$ cat src/rtl/space_invaders_game_ctrl.sv
// Game-flow controller for a Space Invaders style game: sequences start, play,
// per-hit and per-wave pauses and game over, tracking lives and wave number.
module space_invaders_game_ctrl #(
    parameter int INIT_LIVES   = 3,
    parameter int PAUSE_FRAMES = 60,
    parameter int MAX_LEVEL    = 15
) (
    input  logic       clk_12MHz,
    input  logic       reset,
    input  logic       start,
    input  logic       frame_tick,
    input  logic       player_hit,
    input  logic       wave_cleared,
    input  logic       invaders_landed,
    output logic [2:0] state,
    output logic       field_init,
    output logic       play_enable,
    output logic [1:0] lives,
    output logic [3:0] level,
    output logic       game_over
);

    localparam logic [2:0] ST_IDLE       = 3'd0;
    localparam logic [2:0] ST_INIT       = 3'd1;
    localparam logic [2:0] ST_PLAY       = 3'd2;
    localparam logic [2:0] ST_HIT_PAUSE  = 3'd3;
    localparam logic [2:0] ST_WAVE_PAUSE = 3'd4;
    localparam logic [2:0] ST_OVER       = 3'd5;

    localparam logic [1:0] LIVES_INIT = 2'(INIT_LIVES);
    localparam logic [3:0] LEVEL_MAX  = 4'(MAX_LEVEL);
    localparam logic [8:0] PAUSE_LAST = 9'(PAUSE_FRAMES);

    logic [2:0] state_q, state_d;
    logic [1:0] lives_q, lives_d;
    logic [3:0] level_q, level_d;
    logic [7:0] cnt_q, cnt_d;
    logic       start_q;
    logic       field_init_q, field_init_d;
    logic       play_enable_q, play_enable_d;
    logic       game_over_q, game_over_d;

    logic       start_event;
    logic [8:0] cnt_tick;
    logic       pause_done;

    assign start_event = start && !start_q;
    assign cnt_tick    = {1'b0, cnt_q} + 9'd1;
    assign pause_done  = frame_tick && (cnt_tick == PAUSE_LAST);

    // start_q resets high so a button held through reset cannot start a game.
    always_ff @(posedge clk_12MHz or negedge reset) begin
        if (!reset) begin
            state_q       <= ST_IDLE;
            lives_q       <= 2'd0;
            level_q       <= 4'd0;
            cnt_q         <= 8'd0;
            start_q       <= 1'b1;
            field_init_q  <= 1'b0;
            play_enable_q <= 1'b0;
            game_over_q   <= 1'b0;
        end else begin
            state_q       <= state_d;
            lives_q       <= lives_d;
            level_q       <= level_d;
            cnt_q         <= cnt_d;
            start_q       <= start;
            field_init_q  <= field_init_d;
            play_enable_q <= play_enable_d;
            game_over_q   <= game_over_d;
        end
    end

    always_comb begin
        state_d = state_q;
        lives_d = lives_q;
        level_d = level_q;
        cnt_d   = cnt_q;
        case (state_q)
            ST_IDLE, ST_OVER: begin
                if (start_event) begin
                    state_d = ST_INIT;
                    lives_d = LIVES_INIT;
                    level_d = 4'd0;
                end
            end
            ST_INIT: state_d = ST_PLAY;
            ST_PLAY: begin
                // Only the highest-priority event is acted on.
                if (invaders_landed) begin
                    state_d = ST_OVER;
                    lives_d = 2'd0;
                end else if (player_hit) begin
                    if (lives_q <= 2'd1) begin
                        state_d = ST_OVER;
                        lives_d = 2'd0;
                    end else begin
                        state_d = ST_HIT_PAUSE;
                        lives_d = lives_q - 2'd1;
                        cnt_d   = 8'd0;
                    end
                end else if (wave_cleared) begin
                    state_d = ST_WAVE_PAUSE;
                    cnt_d   = 8'd0;
                    if (level_q < LEVEL_MAX) begin
                        level_d = level_q + 4'd1;
                    end
                end
            end
            ST_HIT_PAUSE, ST_WAVE_PAUSE: begin
                if (frame_tick) begin
                    cnt_d = cnt_tick[7:0];
                end
                if (pause_done) begin
                    state_d = (state_q == ST_HIT_PAUSE) ? ST_PLAY : ST_INIT;
                end
            end
            default: state_d = ST_IDLE;
        endcase
    end

    // Flag outputs are decoded from the next state so they register alongside it.
    always_comb begin
        field_init_d  = (state_d == ST_INIT);
        play_enable_d = (state_d == ST_PLAY);
        game_over_d   = (state_d == ST_OVER);
    end

    assign state       = state_q;
    assign lives       = lives_q;
    assign level       = level_q;
    assign field_init  = field_init_q;
    assign play_enable = play_enable_q;
    assign game_over   = game_over_q;

endmodule

$ cat config.mk
export PLATFORM = sky130hd
export DESIGN_NAME = space_invaders_game_ctrl
export DESIGN_NICKNAME = d
export VERILOG_FILES = /design/src/rtl/space_invaders_game_ctrl.sv
export SDC_FILE = /design/constraint.sdc
export NUM_CORES = 1
export LEC_CHECK = 0
export ABC_AREA = 1
export BUFFER_PORTS_ARGS = -buffer_cell sky130_fd_sc_hd__buf_2
export CORE_MARGIN = 3
export CORE_UTILIZATION = 31
export DETAILED_ROUTE_END_ITERATION = 10
export SLEW_MARGIN = 20
export SYNTH_ARGS = -nofsm -noshare
export SYNTH_HDL_FRONTEND = slang
export SYNTH_SLANG_ARGS = --single-unit
$ cat constraint.sdc
create_clock -name clk_12MHz -period 2.16 [get_ports clk_12MHz]
set_input_delay 0.54 -clock clk_12MHz [delete_from_list [all_inputs] [get_ports clk_12MHz]]
set_output_delay 0.54 -clock clk_12MHz [all_outputs]
set_load 0.02 [all_outputs]
After elaboration in Yosys (flattened, before gate mapping)
Index checks and enable logic that the tools add are counted.
{"block": "classes", "n_addsub": 3, "multipliers": 0, "div": 0, "magnitude_cmp": 2, "eq_ne": 18, "shifts": 0, "n_mux": 25, "bitwise_logic": 0, "n_reduce_logical": 11}
{"operator": "2-to-1 mux 8 bit", "n": 5}
{"operator": "2-to-1 mux 4 bit", "n": 5}
{"operator": "2-to-1 mux 3 bit", "n": 6}
{"operator": "one-hot mux 8 bit (2 select lines)", "n": 1}
{"operator": "!= test 2 bit (second input constant)", "n": 6}
{"operator": "one-hot mux 3 bit (4 select lines)", "n": 1}
{"operator": "2-to-1 mux 2 bit", "n": 5}
{"operator": "adder 8 x 1 -> 9 bit (second input constant)", "n": 1}
{"operator": "equality test 3 x 2 -> 1 bit (second input constant)", "n": 3}
{"operator": "equality test 3 bit (second input constant)", "n": 3}
{"operator": "equality test 9 x 6 -> 1 bit (second input constant)", "n": 1}
{"operator": "!= test 3 bit (second input constant)", "n": 3}
{"operator": "one-hot mux 4 bit (2 select lines)", "n": 1}
{"operator": "equality test 3 x 1 -> 1 bit (second input constant)", "n": 2}
{"operator": "AND reduction 6 bit", "n": 1}
{"operator": "AND reduction 5 bit", "n": 1}
{"operator": "adder 4 x 1 -> 4 bit (second input constant)", "n": 1}
{"operator": "less-than comparator 4 bit (second input constant)", "n": 1}
{"operator": "one-hot mux 2 bit (2 select lines)", "n": 1}
{"operator": "nonzero test 2 bit", "n": 2}
{"operator": "OR reduction 2 bit", "n": 2}
{"operator": "logical NOT 3 bit", "n": 1}
{"operator": "AND reduction 3 bit", "n": 1}
{"operator": "<= comparator 2 x 1 -> 1 bit (second input constant)", "n": 1}
{"operator": "3 further kinds", "n": 4}
{"block": "word_totals", "regBits": 21, "latch_bits": 0, "mem_bits_rw": 0, "romBits": 0, "in_bits": 7, "out_inout_bits": 12, "wordCells": 67, "mem_count": 0}

Longest topological paths before layout
{"block": "depth", "depth_word": 6, "ltp_mapped": 11, "ltp_nobuf": 11}

Worst setup path before layout
OpenSTA, ideal clock, no wires.
{"block": "synth_timing", "path_kind": "register -> register", "startpoint": "register state_q[2] (netlist: state[2])", "endpoint": "register level_q[3] (netlist: level[3])", "setup_time_ns": 0.123, "arrival_time_ns": 1.414, "required_ns": 2.037, "setup_slack_ns": 0.623, "stages_incl_launch_ff": 9, "n_path_buf": 0, "period_less_slack_ns": 1.537, "cell_sequence": "dfrtp_1 > inv_1 > nand2_1 > nor2_4 > o211ai_1 > nand2_1 > nand4_1 > o21ai_0 > a21oi_1"}
{"block": "synth_between", "elab_chain_len": 4, "elab_cells_between_ends": 12, "classes_between": "eq/ne (7); mux (1); reduce/logical (4)"}
{"element": "start: declaration", "line_no": "34", "text": "logic [2:0] state_q, state_d;"}
{"element": "start signal: assignment", "line_no": "63", "text": "state_q <= state_d;"}
{"element": "equality test 3 bit / logical NOT 3 bit (equally long branches)", "line_no": "79", "text": "case (state_q)"}
{"element": "OR reduction 2 bit", "line_no": "79"}
{"element": "!= test 2 bit (no line) / nonzero test 2 bit (equally long branches)"}
{"element": "AND reduction 6 bit (no line)"}
{"element": "end signal: assignment", "line_no": "65", "text": "level_q <= level_d;"}
{"element": "end: declaration", "line_no": "36", "text": "logic [3:0] level_q, level_d;"}
Several ways; a longest one is shown, not always the timed one.
A chain may end at the register's enable or synchronous reset.

Final worst setup path
{"block": "layout_timing", "startpoint": "register state_q[2] (netlist: state[2])", "endpoint": "register cnt_q[0]"}
{"block": "layout_between", "elab_chain_len": 4, "elab_cells_between_ends": 11, "classes_between": "eq/ne (7); mux (1); reduce/logical (3)"}
{"element": "equality test 3 x 2 -> 1 bit / equality test 3 bit (equally long branches)", "line_no": "79"}
{"element": "OR reduction 2 bit", "line_no": "79"}
{"element": "!= test 2 bit (no line) / nonzero test 2 bit (equally long branches)"}
{"element": "AND reduction 5 bit (no line)"}
{"element": "end signal: assignment", "line_no": "66", "text": "cnt_q <= cnt_d;"}
{"element": "end: declaration", "line_no": "37", "text": "logic [7:0] cnt_q, cnt_d;"}
Several ways; a longest one is shown, not always the timed one.

==> results.json <==
{
  "arrival_ps": 1950,
  "htreeDepth": 1,
  "cts_made_buffers": 3,
  "syn_area_per_cell_um2": 7.68,
  "hpwl_um": 2100,
  "status": "finished clean",
  "seqCellArea_um2": 527,
  "ant_nets": 0,
  "clock_path_buffers": 2,
  "io_pins": 19,
  "whs_ps": 233,
  "ys_ff_latch": 21,
  "use_met2": 0.150,
  "die_y_um": 70.1,
  "area_delta_synth_final_pct": 15.0,
  "worst_setup_path_start_kind": "flop",
  "synth_cell_types": 28,
  "ys.warnings.count": 0,
  "antenna_cells": 0,
  "drc": 0,
  "fin_cells": 236,
  "final_nets": 199,
  "multi_input_area_um2": 632,
  "fin_area_um2": 1470,
  "rsz0062_at_grt": "no",
  "hold_buffers": 0,
  "syn_area_um2": 1270,
  "post-place-ws_ps": 293,
  "grt_pass1_wl_um": 4350,
  "p_leak_nw": 0.742,
  "placed_area_um2": 1420,
  "ys.flop_type": "dfrtp_1",
  "final_cell_mix": "nand2_1 (33), inv_1 (27), dfrtp_1 (20), buf_2 (18), nand3_1 (17)",
  "cp_max_fo": 11,
  "syn_inst": 166,
  "clk_pin_slew_worst_paths_ps": 80,
  "hold_violations": 0,
  "ir_drop_mv": 0.706,
  "final_common_cell": "nand2_1",
  "core-area_um2": 3800,
  "layout-drive-gt1-share": 0.213,
  "fin_total_pwr_mw": 1.42,
  "cts_tree": "yes",
  "cp-end-kind": "flop",
  "fin_crit_ps": 1770,
  "synth.net_count": 176,
  "cts-root-buf": "clkbuf_8",
  "wl_per_cell_um": 10.8,
  "finalSetupViolCount": 0,
  "met3_usage": 0.0273,
  "initial_core_util": 0.336,
  "nFillCells": 394,
  "die_area_um2": 4920,
  "fmax_mhz": 565,
  "powerDensity_nw_per_um2": 969,
  "dp_cells": 232,
  "critPathKind": "flop to flop",
  "cts.sinks": 21,
  "drt_iter0_drc": 54,
  "timing.final.crit_share": 0.820,
  "postCtsSetupRepairBufs": 0,
  "use_met1": 0.165,
  "vias_per_cell": 4.63,
  "gr-max-usage-layer": "met1",
  "worstPathRequired_ps": 2340,
  "holdCritPathClass": "input pin to asynchronous set/reset pin",
  "clock_latency_ps": 250,
  "setup_tns_ps": 0,
  "grt_start_max_net_pins": 22,
  "max-slew-margin-rel": 0.680,
  "die_w_um": 70.1,
  "cts_resized": 0,
  "slew_viol_final": 0,
  "io_buffers": 18,
  "tightestPinTransition_ps": 480,
  "clock_skew_ps": 5.84,
  "first_pass_iters": 5,
  "row_count": 22,
  "grt_overflow": 0,
  "place.gp.congestion": 0.791,
  "wirelength_um": 2540,
  "drv_cap": 0,
  "synth_edf_count": 0,
  "grt_antenna_before_repair": 0,
  "setup_slack_ps": 390,
  "ys_async_sr_fraction": 1.00,
  "vias": 1093,
  "grt_pass1_vias": 939,
  "grtUsageTotal": 0.107,
  "synth-seq-area-share": 0.413,
  "fin_util": 0.386
}
==> cell usage after synthesis (3+ instances only) <==
cell | number | area share
o22ai_1 | 3 | 0.015
nand2_1 | 33 | 0.097
inv_1 | 27 | 0.079
nand3_1 | 17 | 0.067
dfrtp_1 | 20 | 0.39
nand4_1 | 3 | 0.015
a21oi_1 | 5 | 0.020
o21ai_0 | 10 | 0.039
nand2_2 | 5 | 0.025
nor2_2 | 3 | 0.015
nor2_1 | 16 | 0.047
ha_1 | 3 | 0.029
==> final timing paths <==
kind	from	to	slack, ps	depth (start not counted)
worst min register to register	lives[1]$_DFFE_PN0P_	lives[1]$_DFFE_PN0P_	540	2
min in group clk_12MHz	start	start_q$_DFF_PN1_	390	1
worst min-delay path	reset	level[1]$_DFFE_PN0P_	230	1
worst max register to register	state[2]$_DFF_PN0_	cnt_q[0]$_DFFE_PN0P_	390	7
worst max-delay path	state[2]$_DFF_PN0_	cnt_q[0]$_DFFE_PN0P_	390	7
max in group asynchronous	reset	start_q$_DFF_PN1_	1570	1
==> routing by layer <==
layer	up-vias	wire (um)
met2	22	1050
met1	484	1370
met3	2	102
met5	-	0
li1	585	-
met4	0	21
==> critical path, cell delays in order (launching register included) <==
cell and delay [ps]:
dfrtp_1 390, inv_1 150, nand2_1 120, nor2_4 190
nor2_2 80, nor3b_4 410, nand2_1 190, mux2i_1 160
==> kinds of logic (layout without fill, tap and decap cells) <==
family                     Yosys count  in the layout  synth area share
muxes                                2              2            0.0157
and+or+nand+nor                     85             85             0.332
adders and majority gates            3              3            0.0294
DFF                                 21             21             0.413
buffers and inverters               29             51            0.0913
AOI/OAI and AO/OA                   26             26             0.119
==> flip-flops by register name, summed over array words and instances, names as in the netlist <==
name / count
cnt_q: 8
level: 4
state: 3
lives: 2
field_init: 1
game_over: 1
play_enable: 1
start_q: 1
==> final cells by class <==
type,count,area share
multi-input combinational,116,0.431
sequential,21,0.359
inverter,28,0.0717
timing repair buffer,19,0.0666
tap,48,0.0410
clock buffer,4,0.0307
==> report_power, final <==
group / total [mW] / internal, mW / switching (mW)
logic: 0.616 / 0.210 / 0.406
clock network: 0.251 / 0.131 / 0.119
registers: 0.555 / 0.473 / 0.0817
total: 1.42 / 0.814 / 0.607
Power figures use the tool's default switching activity.
